[src/rtl/and_1.sv]
`default_nettype none
// ============================================================================
// Module   : and_1
// Brief    : Bitwise AND gate with a registered copy, all-high edge flags and
//            a saturating count of all-high cycles.
// Revision : 1.0 - initial release
// ============================================================================
module and_1 #(
    parameter int WIDTH = 1,
    parameter int CNT_W = 8
) (
    input  logic             clk,
    input  logic             rst,
    input  logic [WIDTH-1:0] A,
    input  logic [WIDTH-1:0] B,
    input  logic             clr,
    output logic [WIDTH-1:0] Q,
    output logic [WIDTH-1:0] Q_r,
    output logic             all_hi,
    output logic             any_hi,
    output logic             rise,
    output logic             fall,
    output logic [CNT_W-1:0] hi_cnt
);

    localparam logic [CNT_W-1:0] C_CNT_MAX  = {CNT_W{1'b1}};
    localparam logic [CNT_W-1:0] C_CNT_ZERO = {CNT_W{1'b0}};
    localparam logic [CNT_W-1:0] C_CNT_ONE  = {{(CNT_W-1){1'b0}}, 1'b1};

    logic [WIDTH-1:0] q_r_d, q_r_q;
    logic             prev_d, prev_q;
    logic             rise_d, rise_q;
    logic             fall_d, fall_q;
    logic [CNT_W-1:0] cnt_d, cnt_q;

    // Gate path stays purely combinational so it works without a clock.
    always_comb begin
        Q      = A & B;
        all_hi = &Q;
        any_hi = |Q;
    end

    always_comb begin
        q_r_d  = Q;
        prev_d = all_hi;
        rise_d = all_hi & ~prev_q;
        fall_d = ~all_hi & prev_q;
        cnt_d  = cnt_q;
        if (clr) begin
            cnt_d = C_CNT_ZERO;
        end else if (all_hi && (cnt_q != C_CNT_MAX)) begin
            cnt_d = cnt_q + C_CNT_ONE;
        end
    end

    always_ff @(posedge clk) begin
        if (rst) begin
            q_r_q  <= {WIDTH{1'b0}};
            prev_q <= 1'b0;
            rise_q <= 1'b0;
            fall_q <= 1'b0;
            cnt_q  <= C_CNT_ZERO;
        end else begin
            q_r_q  <= q_r_d;
            prev_q <= prev_d;
            rise_q <= rise_d;
            fall_q <= fall_d;
            cnt_q  <= cnt_d;
        end
    end

    assign Q_r    = q_r_q;
    assign rise   = rise_q;
    assign fall   = fall_q;
    assign hi_cnt = cnt_q;

endmodule
`default_nettype wire

[config.mk]
export PLATFORM = sky130hd
export DESIGN_NAME = and_1
export DESIGN_NICKNAME = d
export VERILOG_FILES = /design/src/rtl/and_1.sv
export SDC_FILE = /design/constraint.sdc
export NUM_CORES = 1
export LEC_CHECK = 0
export BUFFER_PORTS_ARGS = -buffer_cell sky130_fd_sc_hd__buf_2
export CORE_AREA = 2 2 39 41
export DETAILED_ROUTE_END_ITERATION = 10
export DIE_AREA = 0 0 41 43
export HOLD_SLACK_MARGIN = 0.02
export MAX_ROUTING_LAYER = met4
export PLACE_DENSITY = 0.62
export SKIP_CTS_REPAIR_TIMING = 1
export SLEW_MARGIN = 5
export SYNTH_ARGS = -nofsm -noshare
export SYNTH_HDL_FRONTEND = slang
export SYNTH_SLANG_ARGS = --single-unit
[constraint.sdc]
create_clock -name clk -period 1.7 [get_ports clk]
set_clock_uncertainty 0.05 [all_clocks]
set_input_delay 0.17 -clock clk [delete_from_list [all_inputs] [get_ports clk]]
set_output_delay 0.17 -clock clk [all_outputs]
set_load 0.01 [all_outputs]
# Yosys cells after proc, flatten, opt, wreduce, memory -nomap -nowiden
# Index checks and enable logic that the tools add are counted.
[totals]
regBits = 11
input_bits = 5
output_inout_bits = 14
word_cells = 13
[op_classes]
n_addsub = 1
n_eq_ne = 1
bitwise_logic = 5
n_reduce_logical = 2
[ops]
columns = ["op", "count"]
rows = [
  ["$add 8x1->8 const B", 1],
  ["$ne 8x8->1 const B", 1],
  ["$and 1x1->1", 3],
  ["$not 1->1", 2],
  ["$reduce_or 2->1", 1],
  ["$logic_and 1x1->1", 1],
]

# Logic depth before layout (Yosys ltp)
# Gate-level depths: netlist (run 1).
[logic_depth]
ltp_word = 3
ltp_mapped = 5

# Worst setup path after synthesis (run 1)
# OpenSTA, ideal clock, no wires.
[synth_path]
kind = "reg2reg"
startpoint = "register cnt_q[0], in the netlist hi_cnt[0]"
endpoint = "register cnt_q[5], in the netlist hi_cnt[5]"
setup_ns = 0.070
t_arrival_ns = 1.334
setup_slack_ns = 0.246
path_stages_with_launch = 6
path_buffers = 0
path_cell_list = "dfxtp_1 ha_1 nand3_1 nor2_1 or4_1 a21oi_1"
[synth_via]
elab_chain_len = 2
[synth_rtl]
columns = ["item", "line", "rtl"]
rows = [
  ["start, declared", "34", "logic [CNT_W-1:0] cnt_d, cnt_q;"],
  ["start signal, assigned", "68", "cnt_q <= cnt_d;"],
  ["parallel branches: the longest is 2 deep, another holds $add 8x1->8", "--", ""],
]
# Parallel ways; which one is timed is not known.
# A chain may end at the register's enable or synchronous reset.

# Final worst setup path (run 1)
# Ends and elaborated chain as after synthesis.

==> results by group, run 1 <==
Place
  – GP Congestion: 0.683
  – DP HPWL: 777 um
  – Placed cells: 89
  – Port bufs: 18

Synth
  – Largest family of logic cells by synthesized area: simple AND/OR/NAND/NOR gates
  – FF+latch count, synth: 11
  – Synth Area in XOR/XNOR: 0.0353
  – Synth Instances: between 50 and 60
  – Synth Area in Adders: 0.0252
  – Post-synthesis mux area share: 0.0403
  – Post-Syn Area: 497 um2
  – Simple-gate share of the synthesized area: 0.280
  – Synth Net Count: 63
  – Post-synthesis average cell area: 8.71 um2
  – Asr flop ratio synth: 0
  – Post-synth top flop: dfxtp_1
  – Post-synthesis cell type count: 25
  – Yosys warnings: 0
  – Compound-Gate Fraction of Synth Area: 0.121
  – EDFF count, synth: 0
  – Post-synthesis sequential area ratio: 0.443

Timing
  – Period utilization: 0.875
  – Final Setup Violations: 0
  – Setup TNS: 0 ns
  – Fmax: 672 MHz
  – Min cycle time layout: 1.49 ns
  – Tightest Pin Transition: 0.370 ns
  – RSZ-0062 raised after global routing: no
  – Slew Limit Headroom: 0.751
  – Final max-slew violation count: 0
  – Final Hold Vio Count: 0
  – WHS: 0.0429 ns

Worst setup path
  – Largest incremental delay on the critical path: 0.47 ns
  – Worst r2r dst: hi_cnt[5]
  – Reg2Reg Launch Point: hi_cnt[0]
  – CP Launch Type: register
  – Worst Reg-to-Reg Cells: 5
  – FF-to-FF setup slack: 0.21 ns
  – Crit. End Element: register
  – CP cell instances: ha_1 -> nand3_1 -> nor2_1 -> or4_1 -> a21oi_1
  – Critical Path AT: 1.64 ns
  – Worst setup path category: reg2reg
  – Worst path slowest cell: or4_1
  – CP required: approximately 1.9 ns
  – CP startpoint: hi_cnt[0]
  – CP max FO: 4

Floorplanning
  – Die Y: 43 um
  – Core ar.: 0.00138 mm2
  – Core Rows: 14
  – Die X: 41 um
  – Die Outline Area: 0.00176 mm2
  – Initial core utilization: 0.359
  – I/O Pins: 19

Job
  – Max Cap Viol: 0

Final layout
  – Fill cells: 145
  – Layout Cells excl Fill: 93
  – Final Util: 0.448
  – Most frequent cells in the layout: buf_2, dfxtp_1, nor2_1
  – Share of cells above drive strength 1: 0.338
  – Layout net count: 84
  – Commonest non-fill, non-tap cell in the layout: buf_2
  – # diodes: 0
  – Synth-to-Final Area Change: 24.9%

Global route
  – Vias in the first global route: between 400 and 500
  – Grt total ovfl: 0
  – Initial antenna violation count: 0
  – All-layer global routing usage: 0.151
  – Global-route wire length before repair: 1700 um
  – Largest net degree at the start of global routing: 9

Hold path
  – Hold-critical path endpoint: prev_q
  – Hold_sp: rst
  – Hold Path Stages: 2
  – Worst Hold Class: in2reg

Power
  – Pwr per Cell Area: between 700 and 800 mW/mm2
  – Peak supply drop: 0.335 mV
  – Sw frac: 0.233
  – Comb pwr share: 0.063
  – Int Pwr: 0.000364 W
  – Sequential group share of total power: 0.553
  – PnR Total Power: 0.000475 W
  – P_sw: 0.000111 W
  – Clock power frac: 0.384
  – Leakage Power: 0.279 nW

Clock tree
  – Clock Pin Slew Worst Setup and Hold Paths: 0.07 ns
  – Htree depth: 1
  – Root Buffer Master: clkbuf_4
  – Worst skew pair latency: 0.27 ns
  – CTS Buffer Depth: 2
  – CTS tree: done
  – Num CTS Buffers: 3
  – CTS Sinks: 11

Detailed routing
  – Drt initial violations: 15
  – Drt pass-1 iters: 3
  – DR WL/cell: 10.8 um
  – DRC violation count after routing: 0
  – DRT Wirelength: 1000 um
  – Post-DRT Antenna Nets: 0
  – Vias: 452
  – Vias per std cell: between 4 and 5

Status
  – Status: complete, no violations
==> final cells by class <==
type	count	area, um2	area share
repair buffers	19	97.6	0.157
inverters	2	7.51	0.0121
clock buffers	4	26.3	0.0423
multi-input cells	41	249	0.401
flip-flops and latches	11	220	0.355
well taps	16	20.0	0.0323
==> state kept, by name, indices dropped and copies added (netlist names) <==
| signal | cells |
|---|---|
| fall | 1 |
| hi_cnt | 8 |
| prev_q | 1 |
| rise | 1 |
==> per-stage QoR <==
step	area, um2	setup WS, ns
floorplan	497	0.246
global placement	594	0.243
detailed placement	594	0.221
CTS	621	0.209
global route	621	0.105
finish	621	0.212
==> how the worst max path moves through the flow <==
stage | end | slack (ns) | depth (start not counted)
after global placement | hi_cnt[5] | 0.24 | 5
after CTS | hi_cnt[5] | 0.21 | 5
after detailed placement | hi_cnt[1] | 0.22 | 5
after floorplan | hi_cnt[5] | 0.25 | 5
final | hi_cnt[5] | 0.21 | 5
after global routing | hi_cnt[5] | 0.11 | 5
==> cells in the mapped netlist (2+ instances only) <==
| cell type | n | area share |
|---|---|---|
| mux2i_1 | 2 | 0.040 |
| nand4_1 | 2 | 0.025 |
| a21oi_1 | 3 | 0.030 |
| dfxtp_1 | 11 | 0.44 |
| nor3_1 | 4 | 0.040 |
| a211oi_1 | 2 | 0.030 |
| inv_1 | 2 | 0.015 |
| nor2_1 | 8 | 0.060 |
| nand3_1 | 3 | 0.030 |
| buf_4 | 2 | 0.030 |
| nand2_1 | 4 | 0.030 |
==> critical path, delay by kind of cell, from the launching register on <==
| family | cells | cell delay, ns |
|---|---|---|
| fa+ha+maj | 1 | 0.24 |
| compound gates | 1 | 0.14 |
| flops | 1 | 0.34 |
| simple gates | 3 | 0.66 |
==> per-layer routing <==
metal | routed length (um) | share of wire | track usage | up-vias
met5 | 0 | 0 | - | -
met2 | 478 | 0.48 | 0.213 | 12
met1 | 469 | 0.47 | 0.176 | 192
met3 | 41 | 0.041 | 0.0628 | 2
li1 | - | - | - | 246
met4 | 15 | 0.015 | 0.0800 | 0
==> power groups by stage <==
stage / clock network (W) / registers, W / logic [W]
final: 0.000182 / 0.000263 / 0.0000298
after CTS: 0.000188 / 0.000263 / 0.0000305
after floorplan: 0 / 0.000271 / 0.0000173
after global routing: 0.000208 / 0.000264 / 0.0000335
after detailed placement: 0 / 0.000269 / 0.0000303
after global placement: 0 / 0.000269 / 0.0000300
==> logic make-up after synthesis <==
group / count (synthesis)
AND/OR/NAND/NOR: 27
flip-flops: 11
AO/OA/AOI/OAI: 9
buffers and inverters: 5
XOR/XNOR: 2
multiplexers: 2
adder cells (fa/ha/maj): 1
Note: power is estimated with default switching activity, not from simulation.
==> run 2: changes to the inputs <==
--- a/config.mk
+++ b/config.mk
@@ -12,6 +12,7 @@
 export HOLD_SLACK_MARGIN = 0.02
 export MAX_ROUTING_LAYER = met4
 export PLACE_DENSITY = 0.62
+export REMOVE_ABC_BUFFERS = 1
 export SKIP_CTS_REPAIR_TIMING = 1
 export SLEW_MARGIN = 5
 export SYNTH_ARGS = -nofsm -noshare
==> run 2 against run 1 <==
Net effect: power shrank 1.8%; count of clock-buffer cells in the layout is the same; final area shrank 1.2%; largest cell class unchanged; critical path type unchanged; setup slack lost 0.076 ns; non-clock buffer count shrank 1; combinational power grew 2%; sequential share of layout area grew 0.43 points; final cell count shrank 1.1%; fmax shrank 4.9%; routed wire length grew 4.9%; sequential cell count is the same.
==> results by group, run 2 (same netlist as run 1, synthesis figures left out) <==
Power
  – Peak supply drop: 0.341 mV (+1.9%)
  – P_sw: 0.000102 W (-7.4%)
  – Pwr per Cell Area: 761 mW/mm2 (-0.55%)
  – Sw frac: 0.220 (-0.0133)
  – Leakage Power: 0.274 nW (-2.0%)
  – Clock power frac: 0.371 (-0.013)
  – Sequential group share of total power: 0.564 (+0.011)
  – Comb pwr share: 0.065 (+0.002)
  – Int Pwr: 0.000364 W (about the same)

Detailed routing
  – DR WL/cell: 11.4 um (+6.0%)
  – Vias: 461 (+2.0%)
  – Vias per std cell: 5.01 (+3.1%)
  – DRC violation count after routing: 0 (unchanged)
  – Drt pass-1 iters: 3 (unchanged)
  – Post-DRT Antenna Nets: 0 (unchanged)
  – Drt initial violations: 9 (-6)
  – DRT Wirelength: 1050 um (+4.9%)

Worst setup path
  – FF-to-FF setup slack: 0.14 ns (-0.08 ns)
  – Worst setup path category: reg2reg
  – CP cell instances: ha_1 -> nand3_1 -> nor2_1 -> or4_1 -> a21oi_1
  – CP required: 1.84 ns (-0.02 ns)
  – Critical Path AT: 1.70 ns (+0.06 ns)
  – CP max FO: 4 (unchanged)
  – Largest incremental delay on the critical path: 0.47 ns (about the same)
  – Crit. End Element: register
  – Worst path slowest cell: or4_1
  – CP Launch Type: register

Global route
  – Global-route wire length before repair: 1680 um (-0.82%)
  – Met2 Resource Use GR: 0.225 (+0.0125)
  – Global routing usage on met3: 0.0314 (-0.0314)
  – GR peak layer: met2
  – Met1 Use GR: 0.162 (-0.0147)
  – Vias in the first global route: 397 (-4.1%)
  – Largest net degree at the start of global routing: 9 (unchanged)
  – Initial antenna violation count: 0 (unchanged)
  – All-layer global routing usage: 0.147 (-0.00356)
  – Grt total ovfl: 0 (unchanged)

Timing
  – Final Hold Vio Count: 0 (unchanged)
  – Period utilization: 0.920 (+0.0450)
  – Final Setup Violations: 0 (unchanged)
  – Tightest Pin Transition: 0.275 ns (-0.0944 ns)
  – Min cycle time layout: 1.56 ns (+0.0764 ns)
  – Final max-slew violation count: 0 (unchanged)
  – Final worst slack: 0.135 ns (-0.0764 ns)
  – Fmax: 639 MHz (-4.9%)
  – RSZ-0062 raised after global routing: no
  – Setup TNS: 0 ns (unchanged)
  – Slew Limit Headroom: 0.815 (+0.0643)

Clock tree
  – Worst skew pair latency: 0.26 ns (about the same)
  – CTS Sinks: 11 (unchanged)
  – CTS Buffer Depth: 2 (unchanged)
  – CTS tree: done
  – Root Buffer Master: clkbuf_4
  – Clock Pin Slew Worst Setup and Hold Paths: 0.07 ns (about the same)
  – Htree depth: 1 (unchanged)
  – Num CTS Buffers: 3 (unchanged)

Place
  – Placed cells: 88 (-1.1%)
  – Dpl cell area: 587 um2 (-1.3%)
  – Setup WS pre-CTS: 0.166 ns (-0.0547 ns)
  – DP HPWL: 770 um (-0.86%)
  – Port bufs: 18 (unchanged)
  – GP Congestion: 0.712 (+4.4%)

Final layout
  – Fill cells: 146 (+0.69%)
  – # diodes: 0 (unchanged)
  – Most frequent cells in the layout: buf_2, dfxtp_1, nor2_1
  – Final Util: 0.443 (-0.00543)
  – Share of cells above drive strength 1: 0.329 (-0.00871)
  – Area of the multi-input gates: 249 um2 (unchanged)
  – Max FFs per register: 8 (unchanged)
  – FF+latch area: 220 um2 (unchanged)
  – Synth-to-Final Area Change: 23.4%
  – Layout net count: 83 (-1.2%)
  – Layout Cells excl Fill: 92 (-1.1%)
  – Commonest non-fill, non-tap cell in the layout: buf_2
  – Final instance area: 613 um2 (-1.2%)

Floorplanning
  – Die X: 41 um (unchanged)
  – Core ar.: 0.00138 mm2 (unchanged)
  – I/O Pins: 19 (unchanged)
  – Initial core utilization: 0.359 (unchanged)
  – Die Outline Area: 0.00176 mm2 (unchanged)
  – Core Rows: 14 (unchanged)
  – Die Y: 43 um (unchanged)

Hold path
  – Worst Hold Class: in2reg

Status
  – Status: complete, no violations

Job
  – Max Cap Viol: 0 (unchanged)
[run 2: critical path, delay by kind of cell, from the launching register on]
kind	cells	cell delay (ns)
adder cells (fa/ha/maj)	1	0.26
flip-flops	1	0.35
AO/OA/AOI/OAI	1	0.17
AND/OR/NAND/NOR	3	0.67
[run 2: final timing paths]
path	cells after the start	start	to
setup / recovery	5	hi_cnt[0]	hi_cnt[5]
setup reg to reg	5	hi_cnt[0]	hi_cnt[5]
hold reg to reg	1	prev_q	rise
hold / removal	2	rst	prev_q
[run 2: per-layer routing]
metal	vias to the layer above	share of wire
met4	0	0.021
met2	11	0.49
met3	2	0.046
met1	211	0.44
met5	-	0
li1	237	-
[run 2: through the flow]
stage,hold slack (ns),total power [W]
2_1_floorplan,0.192,0.000284
3_3_place_gp,0.324,0.000299
3_5_place_dp,0.325,0.000299
4_1_cts,0.0447,0.000473
5_1_grt,0.0638,0.000486
6_report,0.0514,0.000467
[run 2: cell type report]
class | instances | share of cell area
Multi-Input combinational cell | 41 | 0.406
Timing Repair Buffer | 18 | 0.147
Sequential cell | 11 | 0.359
Clock buffer | 4 | 0.0429
Tap cell | 16 | 0.0327
Inverter | 2 | 0.0122
[run 2: power by group through the flow]
stage	registers (W)	clock network (W)	logic [W]
global placement	0.000269	0	0.0000298
global route	0.000264	0.000188	0.0000337
CTS	0.000263	0.000179	0.0000306
finish	0.000263	0.000173	0.0000303
floorplan	0.000271	0	0.0000131
detailed placement	0.000269	0	0.0000301
==> run 3: changes to the inputs <==
--- a/config.mk
+++ b/config.mk
@@ -12,6 +12,7 @@
 export HOLD_SLACK_MARGIN = 0.02
 export MAX_ROUTING_LAYER = met4
 export PLACE_DENSITY = 0.62
+export RECOVER_POWER = 50
 export REMOVE_ABC_BUFFERS = 1
 export SKIP_CTS_REPAIR_TIMING = 1
 export SLEW_MARGIN = 5
==> run 3 against run 2 <==
Net effect: sequential share of layout area is 0.60 points higher; largest cell class unchanged; setup slack got worse by 0.0013 ns; first-iteration DRC count down 11%; routed wire length up 0.76%; critical path type unchanged; non-clock buffer count did not move; clock power hardly changed; die area stayed put; register-to-register slack barely moved; core utilization shrank 0.72 points; final area decreased by 1.6%; worst hold slack worse by 0.00069 ns; count of clock-buffer cells in the layout unchanged.
==> results by group, run 3 (same netlist as run 1, synthesis figures left out) <==
Clock tree
  – CTS Buffer Depth: 2 (unchanged)
  – CTS Sinks: 11 (unchanged)
  – Num CTS Buffers: 3 (unchanged)
  – Worst skew pair latency: 0.26 ns (about the same)
  – CTS tree: done
  – Clock Pin Slew Worst Setup and Hold Paths: 0.07 ns (about the same)
  – Root Buffer Master: clkbuf_4
  – Htree depth: 1 (unchanged)

Status
  – Status: complete, no violations

Global route
  – Vias in the first global route: 397 (unchanged)
  – GR peak layer: met2
  – Global-route wire length before repair: 1680 um (unchanged)
  – Global routing usage on met3: 0.0314 (unchanged)
  – Met1 Use GR: 0.162 (unchanged)
  – All-layer global routing usage: 0.147 (unchanged)
  – Initial antenna violation count: 0 (unchanged)
  – Largest net degree at the start of global routing: 9 (unchanged)
  – Met2 Resource Use GR: 0.225 (unchanged)
  – Grt total ovfl: 0 (unchanged)

Job
  – Max Cap Viol: 0 (unchanged)

Worst setup path
  – Crit. End Element: register
  – CP startpoint: hi_cnt[0]
  – Worst setup path category: reg2reg
  – Critical Path AT: 1.70 ns (about the same)
  – CP Launch Type: register
  – Largest incremental delay on the critical path: 0.47 ns (about the same)
  – Worst path slowest cell: or4_1
  – CP top delay family: simple AND/OR/NAND/NOR gates
  – CP max FO: 4 (unchanged)
  – CP required: 1.84 ns (about the same)
  – Reg2Reg Launch Point: hi_cnt[0]
  – CP cell instances: ha_1 -> nand3_1 -> nor2_1 -> or4_1 -> a21oi_1
  – Worst path buffer plus inverter count: 0 (unchanged)

Floorplanning
  – I/O Pins: 19 (unchanged)
  – Initial core utilization: 0.359 (unchanged)
  – Die X: 41 um (unchanged)
  – Core Rows: 14 (unchanged)
  – Core ar.: 0.00138 mm2 (unchanged)
  – Die Outline Area: 0.00176 mm2 (unchanged)
  – Die Y: 43 um (unchanged)

Hold path
  – Worst Hold Class: in2reg
  – Hold_sp: rst

Detailed routing
  – Drt initial violations: 8 (-1)
  – Vias per std cell: 5.00 (-0.22%)
  – DR WL/cell: 11.5 um (+0.76%)
  – DRC violation count after routing: 0 (unchanged)
  – Drt pass-1 iters: 3 (unchanged)
  – Vias: 460 (-0.22%)
  – Post-DRT Antenna Nets: 0 (unchanged)
  – DRT Wirelength: 1060 um (+0.76%)

Timing
  – Final Hold Vio Count: 0 (unchanged)
  – Final max-slew violation count: 0 (unchanged)
  – Fmax: 639 MHz (about the same)
  – Slew Limit Headroom: 0.815 (about the same)
  – Period utilization: 0.921 (about the same)
  – Final Setup Violations: 0 (unchanged)
  – Min cycle time layout: 1.57 ns (+0.00132 ns)
  – Tightest Pin Transition: 0.275 ns (+0.000000477 ns)
  – WHS: 0.0507 ns (-0.000685 ns)
  – RSZ-0062 raised after global routing: no
  – Setup TNS: 0 ns (unchanged)
  – Final worst slack: 0.134 ns (-0.00132 ns)

Place
  – Port bufs: 18 (unchanged)
  – DP HPWL: 770 um (unchanged)
  – Setup WS pre-CTS: 0.166 ns (unchanged)
  – Dpl cell area: 587 um2 (unchanged)
  – GP Congestion: 0.712 (unchanged)

Final layout
  – Final instance area: 603 um2 (-1.6%)
  – Synth-to-Final Area Change: 21.4%
  – Commonest non-fill, non-tap cell in the layout: dfxtp_1
  – Share of cells above drive strength 1: 0.224 (-0.105)
  – # diodes: 0 (unchanged)
  – Most frequent cells in the layout: dfxtp_1, buf_2, clkbuf_1
  – Layout net count: 83 (unchanged)
  – Max FFs per register: 8 (unchanged)

Power
  – Pwr per Cell Area: 772 mW/mm2 (+1.4%)
  – Peak supply drop: 0.341 mV (about the same)
  – Leakage Power: 0.242 nW (-12%)
[run 3: cell types whose count changed in the layout (fill, tap and decap cells not counted), sizes merged]
cell    delta
clkbuf     +8
buf        -8
[run 3: report_power, final]
| part | total (W) | switching [W] | internal (W) |
|---|---|---|---|
| combinational | 0.0000288 | 0.0000178 | 0.0000110 |
| clock | 0.000174 | 0.0000829 | 0.0000906 |
| sequential | 0.000263 | 0.00000212 | 0.000261 |
| total | 0.000465 | 0.000103 | 0.000363 |
[run 3: worst reg2reg max path, stage by stage, from the launching register on]
cell	delay, ns
dfxtp_1	0.35
ha_1	0.26
nand3_1	0.12
nor2_1	0.08
or4_1	0.47
a21oi_1	0.17
[run 3: final timing paths]
check,end,slack (ns),depth (start not counted)
worst max-delay path,hi_cnt[5],0.13,5
worst min-delay path,prev_q,0.05,2
worst max register to register,hi_cnt[5],0.13,5
worst min register to register,rise,0.39,1
[run 3: through the flow]
stage / util / power (W) / instances
3_3_place_gp: 0.424 / 0.000299 / 88
6_report: 0.436 / 0.000465 / 92
2_1_floorplan: - / 0.000284 / 54
3_5_place_dp: 0.424 / 0.000299 / 88
4_1_cts: 0.443 / 0.000473 / 92
5_1_grt: 0.436 / 0.000484 / 92
[run 3: final cells by class]
cell class	count	area, um2
fillers	151	781
flip-flops and latches	11	220
multi-input cells	41	249
well taps	16	20.0
repair buffers	18	80.1
clock buffers	4	26.3
inverters	2	7.51
[run 3: metal layers]
layer,part of all wire,vias to the layer above
li1,-,236
met1,0.44,211
met2,0.49,11
met3,0.047,2
met4,0.021,0
met5,0,-
